===== src/rtl/rgb_to_gray_if.sv =====
`default_nettype none
// +----------------------------------------------------------------------+
// | Module : rgb_to_gray_if                                              |
// | Desc   : Byte-wide image RAM port bundle (master = RAM user)         |
// | Rev    : 1.0                                                         |
// +----------------------------------------------------------------------+
interface rgb_to_gray_if #(
  parameter int BYTE_WIDTH = 8,
  parameter int ADDR_WIDTH = 20
);
  logic                  RAM_ren;
  logic                  RAM_wen;
  logic [BYTE_WIDTH-1:0] RAM_in;
  logic [BYTE_WIDTH-1:0] RAM_out;
  logic [ADDR_WIDTH-1:0] RAM_addr;

  modport master (
    output RAM_ren,
    output RAM_wen,
    output RAM_in,
    output RAM_addr,
    input  RAM_out
  );

  modport slave (
    input  RAM_ren,
    input  RAM_wen,
    input  RAM_in,
    input  RAM_addr,
    output RAM_out
  );
endinterface
`default_nettype wire


===== src/rtl/rgb_to_gray.sv =====
`default_nettype none
// +----------------------------------------------------------------------+
// | Module : rgb_to_gray                                                 |
// | Desc   : In-place BGR -> luma conversion of a 24-bit BMP pixel array |
// | Rev    : 1.0                                                         |
// +----------------------------------------------------------------------+
module rgb_to_gray #(
  parameter int BYTE_WIDTH      = 8,
  parameter int ADDR_WIDTH      = 20,
  parameter int BMP_HEADER_SIZE = 54,
  parameter int BMP_TOTAL_SIZE  = 54 + 3 * 64 * 64
) (
  input  logic          clk,
  input  logic          rst_n,
  input  logic          in_valid,
  rgb_to_gray_if.master ram,
  output logic          gray_done
);

  localparam logic [3:0] S_IDLE  = 4'd0;
  localparam logic [3:0] S_RD_B  = 4'd1;
  localparam logic [3:0] S_RD_G  = 4'd2;
  localparam logic [3:0] S_RD_R  = 4'd3;
  localparam logic [3:0] S_CAP_R = 4'd4;
  localparam logic [3:0] S_CALC  = 4'd5;
  localparam logic [3:0] S_WR_B  = 4'd6;
  localparam logic [3:0] S_WR_G  = 4'd7;
  localparam logic [3:0] S_WR_R  = 4'd8;
  localparam logic [3:0] S_DONE  = 4'd9;

  localparam logic [ADDR_WIDTH-1:0] C_BASE_RST = ADDR_WIDTH'(BMP_HEADER_SIZE);

  logic [3:0]            state_q, state_d;
  logic [ADDR_WIDTH-1:0] base_q, base_d;
  logic [7:0]            b_q, g_q, r_q, gray_q;
  logic [15:0]           luma_sum;
  logic                  last_pixel;
  logic                  ren, wen;
  logic [7:0]            wdata;
  logic [1:0]            offset;

  // Stop once another full pixel would run past the end of the file.
  assign last_pixel = (32'(base_q) + 32'd6) > 32'(BMP_TOTAL_SIZE);

  // Weights sum to 256, so the 16-bit sum never overflows.
  assign luma_sum = (16'd77  * {8'd0, r_q})
                  + (16'd150 * {8'd0, g_q})
                  + (16'd29  * {8'd0, b_q});

  always_ff @(posedge clk or negedge rst_n) begin
    if (!rst_n) begin
      state_q <= S_IDLE;
      base_q  <= C_BASE_RST;
    end else begin
      state_q <= state_d;
      base_q  <= base_d;
    end
  end

  always_comb begin
    state_d = state_q;
    base_d  = base_q;
    unique case (state_q)
      S_IDLE:  if (in_valid && !gray_done) state_d = S_RD_B;
      S_RD_B:  state_d = S_RD_G;
      S_RD_G:  state_d = S_RD_R;
      S_RD_R:  state_d = S_CAP_R;
      S_CAP_R: state_d = S_CALC;
      S_CALC:  state_d = S_WR_B;
      S_WR_B:  state_d = S_WR_G;
      S_WR_G:  state_d = S_WR_R;
      S_WR_R: begin
        if (last_pixel) begin
          state_d = S_DONE;
        end else begin
          state_d = S_RD_B;
          base_d  = base_q + ADDR_WIDTH'(3);
        end
      end
      S_DONE:  state_d = S_DONE;
      default: state_d = S_IDLE;
    endcase
  end

  always_comb begin
    ren       = 1'b0;
    wen       = 1'b0;
    wdata     = 8'd0;
    offset    = 2'd0;
    gray_done = 1'b0;
    unique case (state_q)
      S_RD_B:  ren = 1'b1;
      S_RD_G:  begin ren = 1'b1; offset = 2'd1; end
      S_RD_R:  begin ren = 1'b1; offset = 2'd2; end
      S_WR_B:  begin wen = 1'b1; wdata = gray_q; end
      S_WR_G:  begin wen = 1'b1; wdata = gray_q; offset = 2'd1; end
      S_WR_R:  begin wen = 1'b1; wdata = gray_q; offset = 2'd2; end
      S_DONE:  gray_done = 1'b1;
      default: ;
    endcase
  end

  // Read data arrives one cycle after the address, hence the skewed captures.
  always_ff @(posedge clk or negedge rst_n) begin
    if (!rst_n) begin
      b_q    <= 8'd0;
      g_q    <= 8'd0;
      r_q    <= 8'd0;
      gray_q <= 8'd0;
    end else begin
      unique case (state_q)
        S_RD_G:  b_q    <= ram.RAM_out[7:0];
        S_RD_R:  g_q    <= ram.RAM_out[7:0];
        S_CAP_R: r_q    <= ram.RAM_out[7:0];
        S_CALC:  gray_q <= luma_sum[15:8];
        default: ;
      endcase
    end
  end

  assign ram.RAM_ren  = ren;
  assign ram.RAM_wen  = wen;
  assign ram.RAM_in   = BYTE_WIDTH'(wdata);
  assign ram.RAM_addr = base_q + ADDR_WIDTH'(offset);

endmodule
`default_nettype wire


===== src/flat_wrapper.sv =====
// flat-port wrapper written by rule: the top's interface ports become plain ports
module rgb_to_gray_flat 
#(
  parameter int BYTE_WIDTH      = 8,
  parameter int ADDR_WIDTH      = 20,
  parameter int BMP_HEADER_SIZE = 54,
  parameter int BMP_TOTAL_SIZE  = 54 + 3 * 64 * 64
)
  (clk, rst_n, in_valid, gray_done, ram_RAM_ren, ram_RAM_wen, ram_RAM_in, ram_RAM_addr, ram_RAM_out);
  rgb_to_gray_if #(.BYTE_WIDTH(BYTE_WIDTH), .ADDR_WIDTH(ADDR_WIDTH)) ram_i ();
  input  logic clk;
  input  logic rst_n;
  input  logic in_valid;
  output logic gray_done;
  output wire logic [$bits(ram_i.RAM_ren)-1:0] ram_RAM_ren;
  output wire logic [$bits(ram_i.RAM_wen)-1:0] ram_RAM_wen;
  output wire logic [$bits(ram_i.RAM_in)-1:0] ram_RAM_in;
  output wire logic [$bits(ram_i.RAM_addr)-1:0] ram_RAM_addr;
  input wire logic [$bits(ram_i.RAM_out)-1:0] ram_RAM_out;
  assign ram_RAM_ren = ram_i.RAM_ren;
  assign ram_RAM_wen = ram_i.RAM_wen;
  assign ram_RAM_in = ram_i.RAM_in;
  assign ram_RAM_addr = ram_i.RAM_addr;
  assign ram_i.RAM_out = ram_RAM_out;
  rgb_to_gray #(.BYTE_WIDTH(BYTE_WIDTH), .ADDR_WIDTH(ADDR_WIDTH), .BMP_HEADER_SIZE(BMP_HEADER_SIZE), .BMP_TOTAL_SIZE(BMP_TOTAL_SIZE)) u_core (.clk(clk), .rst_n(rst_n), .in_valid(in_valid), .ram(ram_i), .gray_done(gray_done));
endmodule

===== config.mk =====
export PLATFORM = sky130hd
export DESIGN_NAME = rgb_to_gray_flat
export DESIGN_NICKNAME = d
export VERILOG_FILES = /design/src/rtl/rgb_to_gray_if.sv /design/src/rtl/rgb_to_gray.sv /design/src/flat_wrapper.sv
export SDC_FILE = /design/constraint.sdc
export NUM_CORES = 1
export LEC_CHECK = 0
export BUFFER_PORTS_ARGS = -buffer_cell sky130_fd_sc_hd__buf_2
export CORE_ASPECT_RATIO = 1.4
export CORE_MARGIN = 3
export CORE_UTILIZATION = 60
export CTS_BUF_LIST = sky130_fd_sc_hd__clkbuf_8
export DETAILED_ROUTE_END_ITERATION = 8
export PLACE_DENSITY = 0.79
export SLEW_MARGIN = 40
export SYNTH_ARGS = -nofsm -noshare
export SYNTH_HDL_FRONTEND = slang
export SYNTH_SLANG_ARGS = --single-unit

===== constraint.sdc =====
create_clock -name clk -period 9.8 [get_ports clk]
set_input_delay 1.47 -clock clk [delete_from_list [all_inputs] [get_ports clk]]
set_output_delay 1.47 -clock clk [all_outputs]
set_load 0.01 [all_outputs]

==> run metrics <==
die height 127.4 µm; Clock Root Buffer clkbuf_8; die area 11820 µm²; cell family contributing the most delay on the critical path adder cells; CTS Buf Count 5; Slew Viols, Final 0; via count 4675; Overflow after GRT 0; Worst Skew 0.01190 ns; Via-to-Cell Ratio 5.815; unrepaired setup endpoints after global routing no; VDD IR-drop max 0.0002929 V; Initial Util 62.47%; number of H-tree levels 2; Final WS setup 3.228 ns; DRC viols 0; setup TNS 0 ns; CP max stage delay 0.55 ns; Post-synth ARST share 100.0%; Worst Path Buf+Inv 4; CTS tree built; critical path class register to register; count of different cell masters after synthesis 61; Sw Pwr 0.0008341 W; leakage power 3.325 nW; Worst Path Required 10.04 ns; worst-margin pin slew 0.7392 ns; Slew HR 50.72%; initial antenna violation count 0; Core Area 10110 µm²; vias in the first global route 5089; Post-Syn Nets 801; die width 92.73 µm; Max Clk Rate 152.2 MHz; Clock Power Share 7.9%; crit share post-route 67.06%; wire per inst 16.85 µm; PwrDens 260.1 nW/µm²; average cell area after synthesis 9.827 µm²; post-DP HPWL 11070 µm; # clock sinks 56; number of synthesized flops with an enable pin 0; Final Routed Wirelength 13550 µm; RePlAce Congestion 0.8976; Core Rows 43; Cell Area, Synth 6319 µm²; CP Cell Sequence ha_1 -> ha_1 -> ha_1 -> inv_1 -> fa_1 -> inv_1 -> ha_1 -> o21ai_1 -> nor2b_1 -> xnor2_1 -> fa_1 -> fa_1 -> inv_1 -> fa_1 -> fa_1 -> inv_1 -> ha_1 -> or3_1 -> nor3_1 -> nor3_1 -> or3_1 -> and3_1 -> o31ai_1; flip-flop and latch count after synthesis 56; # setup viols final 0; hold-fix buffers at CTS 0; # Post-CTS Setup Buffers 0; post-CTS resize count 0; DRT iter0 DRCs 209; Final Hold Vio Count 0; yosys warns 0; type of origin of the critical path register; Logic pwr share 76.5%; Port Buf Inserts 41; Period minus WS final 6.572 ns; largest net degree at the start of global routing 57; most frequent cells in the layout 98 x inv_1, 91 x ha_1, 56 x fa_1; ys flop type dfrtp_1; register area share after synthesis 22.26%; pre-CTS setup slack 3.256 ns; Area Growth Syn to Fin 5.782%; Post-DRT Antenna Nets 0; number of nets in the layout 826; clk slew on worst S/H paths 0.12 ns; share of layout cells above drive strength 1 14.80%; worst hold path class register to register; commonest non-fill, non-tap cell in the layout inv_1; Worst path slowest cell fa_1; Max Cap Viol 0; total track usage 25.20%; Pre-Repair DR Iteration Count 5; Data arrival, critical path 6.81 ns; Critical Path End Type register; internal power 0.0009041 W; ant diodes 0; clock latency on the worst-skew pair 0.33 ns; top-level port count 42; outcome completed; crit-path max FO 5; Clock Tree Buf Depth 2; global-route wire length before repair 23490 µm; post-synthesis instance total 643; Seq pwr share 15.5%; switching part of the total 47.99%
[worst reg2reg max path: stages (launching register included)]
cell,delay (ns)
dfrtp_1,0.47
ha_1,0.30
ha_1,0.27
ha_1,0.27
inv_1,0.05
fa_1,0.49
inv_1,0.04
ha_1,0.33
o21ai_1,0.16
nor2b_1,0.19
xnor2_1,0.17
fa_1,0.47
fa_1,0.51
inv_1,0.05
fa_1,0.46
fa_1,0.55
inv_1,0.05
ha_1,0.21
or3_1,0.31
nor3_1,0.21
nor3_1,0.17
or3_1,0.42
and3_1,0.16
o31ai_1,0.18
[cell usage after synthesis (all sizes together) (3+ instances only)]
master	n	share of area, %
nor3	26	2.5
or3	6	0.59
nand3b	4	0.48
dfrtp	52	21
nor2b	3	0.30
o21ai	19	1.5
nor2	21	1.3
o22ai	3	0.30
nand3	23	1.9
fa	56	18
nand4	11	1.2
nor4	5	0.89
and2	9	0.89
buf	14	1.4
mux2	18	3.2
a21o	9	1.1
clkbuf	11	0.65
xnor2	29	4.0
or2	4	0.40
dfstp	4	1.7
nor4b	4	0.95
nand2b	5	0.50
a31oi	5	0.73
o31ai	6	0.79
inv	99	5.9
nand2	39	2.3
a21oi	14	1.1
ha	91	18
and3	5	0.50
xor2	24	3.3
a211oi	4	0.48
[cells by family (layout without fill, tap and decap cells)]
family	after synthesis	after routing	synth area share, %
and+or+nand+nor	171	171	15.45
adders and majority gates	147	147	35.76
buffers and inverters	124	150	7.941
AOI/OAI and AO/OA	73	73	7.881
DFF	56	56	22.26
xor gates and xnor gates	53	53	7.346
muxes	19	19	3.366
[routing by layer]
layer,part of all wire [%],wire [µm],GRT usage [%],up-vias
met5,0,0,0,-
met4,5.5,746,13.55,0
met3,3.2,434,3.298,49
met2,55,7493,48.16,119
met1,36,4871,26.24,2312
li1,-,-,-,2195
[state kept, by name, summed over array words and instances, names as in the netlist]
signal	count
u_core.base_q	20
u_core.b_q	8
u_core.g_q	8
u_core.gray_q	8
u_core.r_q	8
u_core.state_q	4
[cell type report]
class | instances | area, µm²
multi-input combinational | 463 | 4424
fill | 840 | 3431
sequential | 56 | 1406
inverter | 99 | 371.6
timing repair buffer | 43 | 220.2
tap | 135 | 168.9
clock buffer | 5 | 68.82
clock inverter | 3 | 23.77
[worst paths after layout]
path | slack [ns] | cells past startpoint | from | to
hold reg to reg | 0.49 | 2 | u_core.gray_q[3]$_DFFE_PN0P_ | u_core.gray_q[3]$_DFFE_PN0P_
hold / removal | 0.49 | 2 | u_core.gray_q[3]$_DFFE_PN0P_ | u_core.gray_q[3]$_DFFE_PN0P_
max in group asynchronous | 8.04 | 2 | rst_n | u_core.g_q[7]$_DFFE_PN0P_
setup reg to reg | 3.23 | 23 | u_core.g_q[5]$_DFFE_PN0P_ | u_core.gray_q[7]$_DFFE_PN0P_
min in group asynchronous | 1.27 | 2 | rst_n | u_core.base_q[17]$_DFFE_PN0P_
setup / recovery | 3.23 | 23 | u_core.g_q[5]$_DFFE_PN0P_ | u_core.gray_q[7]$_DFFE_PN0P_
[per-stage QoR]
stage               util (%)  hold slack, ns  std cells  power, W  cell area (µm²)
detailed placement     65.03          0.4580        796  0.001612             6578
CTS                    65.95          0.4856        804  0.001760             6670
floorplan                  -          0.4349        643  0.001339             6319
global route           66.08          0.5159        804  0.001987             6684
global placement       65.03          0.4592        796  0.001545             6578
finish                 66.08          0.4857        804  0.001738             6684
[power by group through the flow]
stage | clock [W] | sequential, W | combinational, W
2_1_floorplan | 0 | 0.000269 | 0.00107
3_3_place_gp | 0 | 0.000274 | 0.00127
3_5_place_dp | 0 | 0.000275 | 0.00134
4_1_cts | 0.000141 | 0.000270 | 0.00135
5_1_grt | 0.000148 | 0.000274 | 0.00156
6_report | 0.000138 | 0.000270 | 0.00133
No activity file was read; power rests on OpenSTA's default activity.
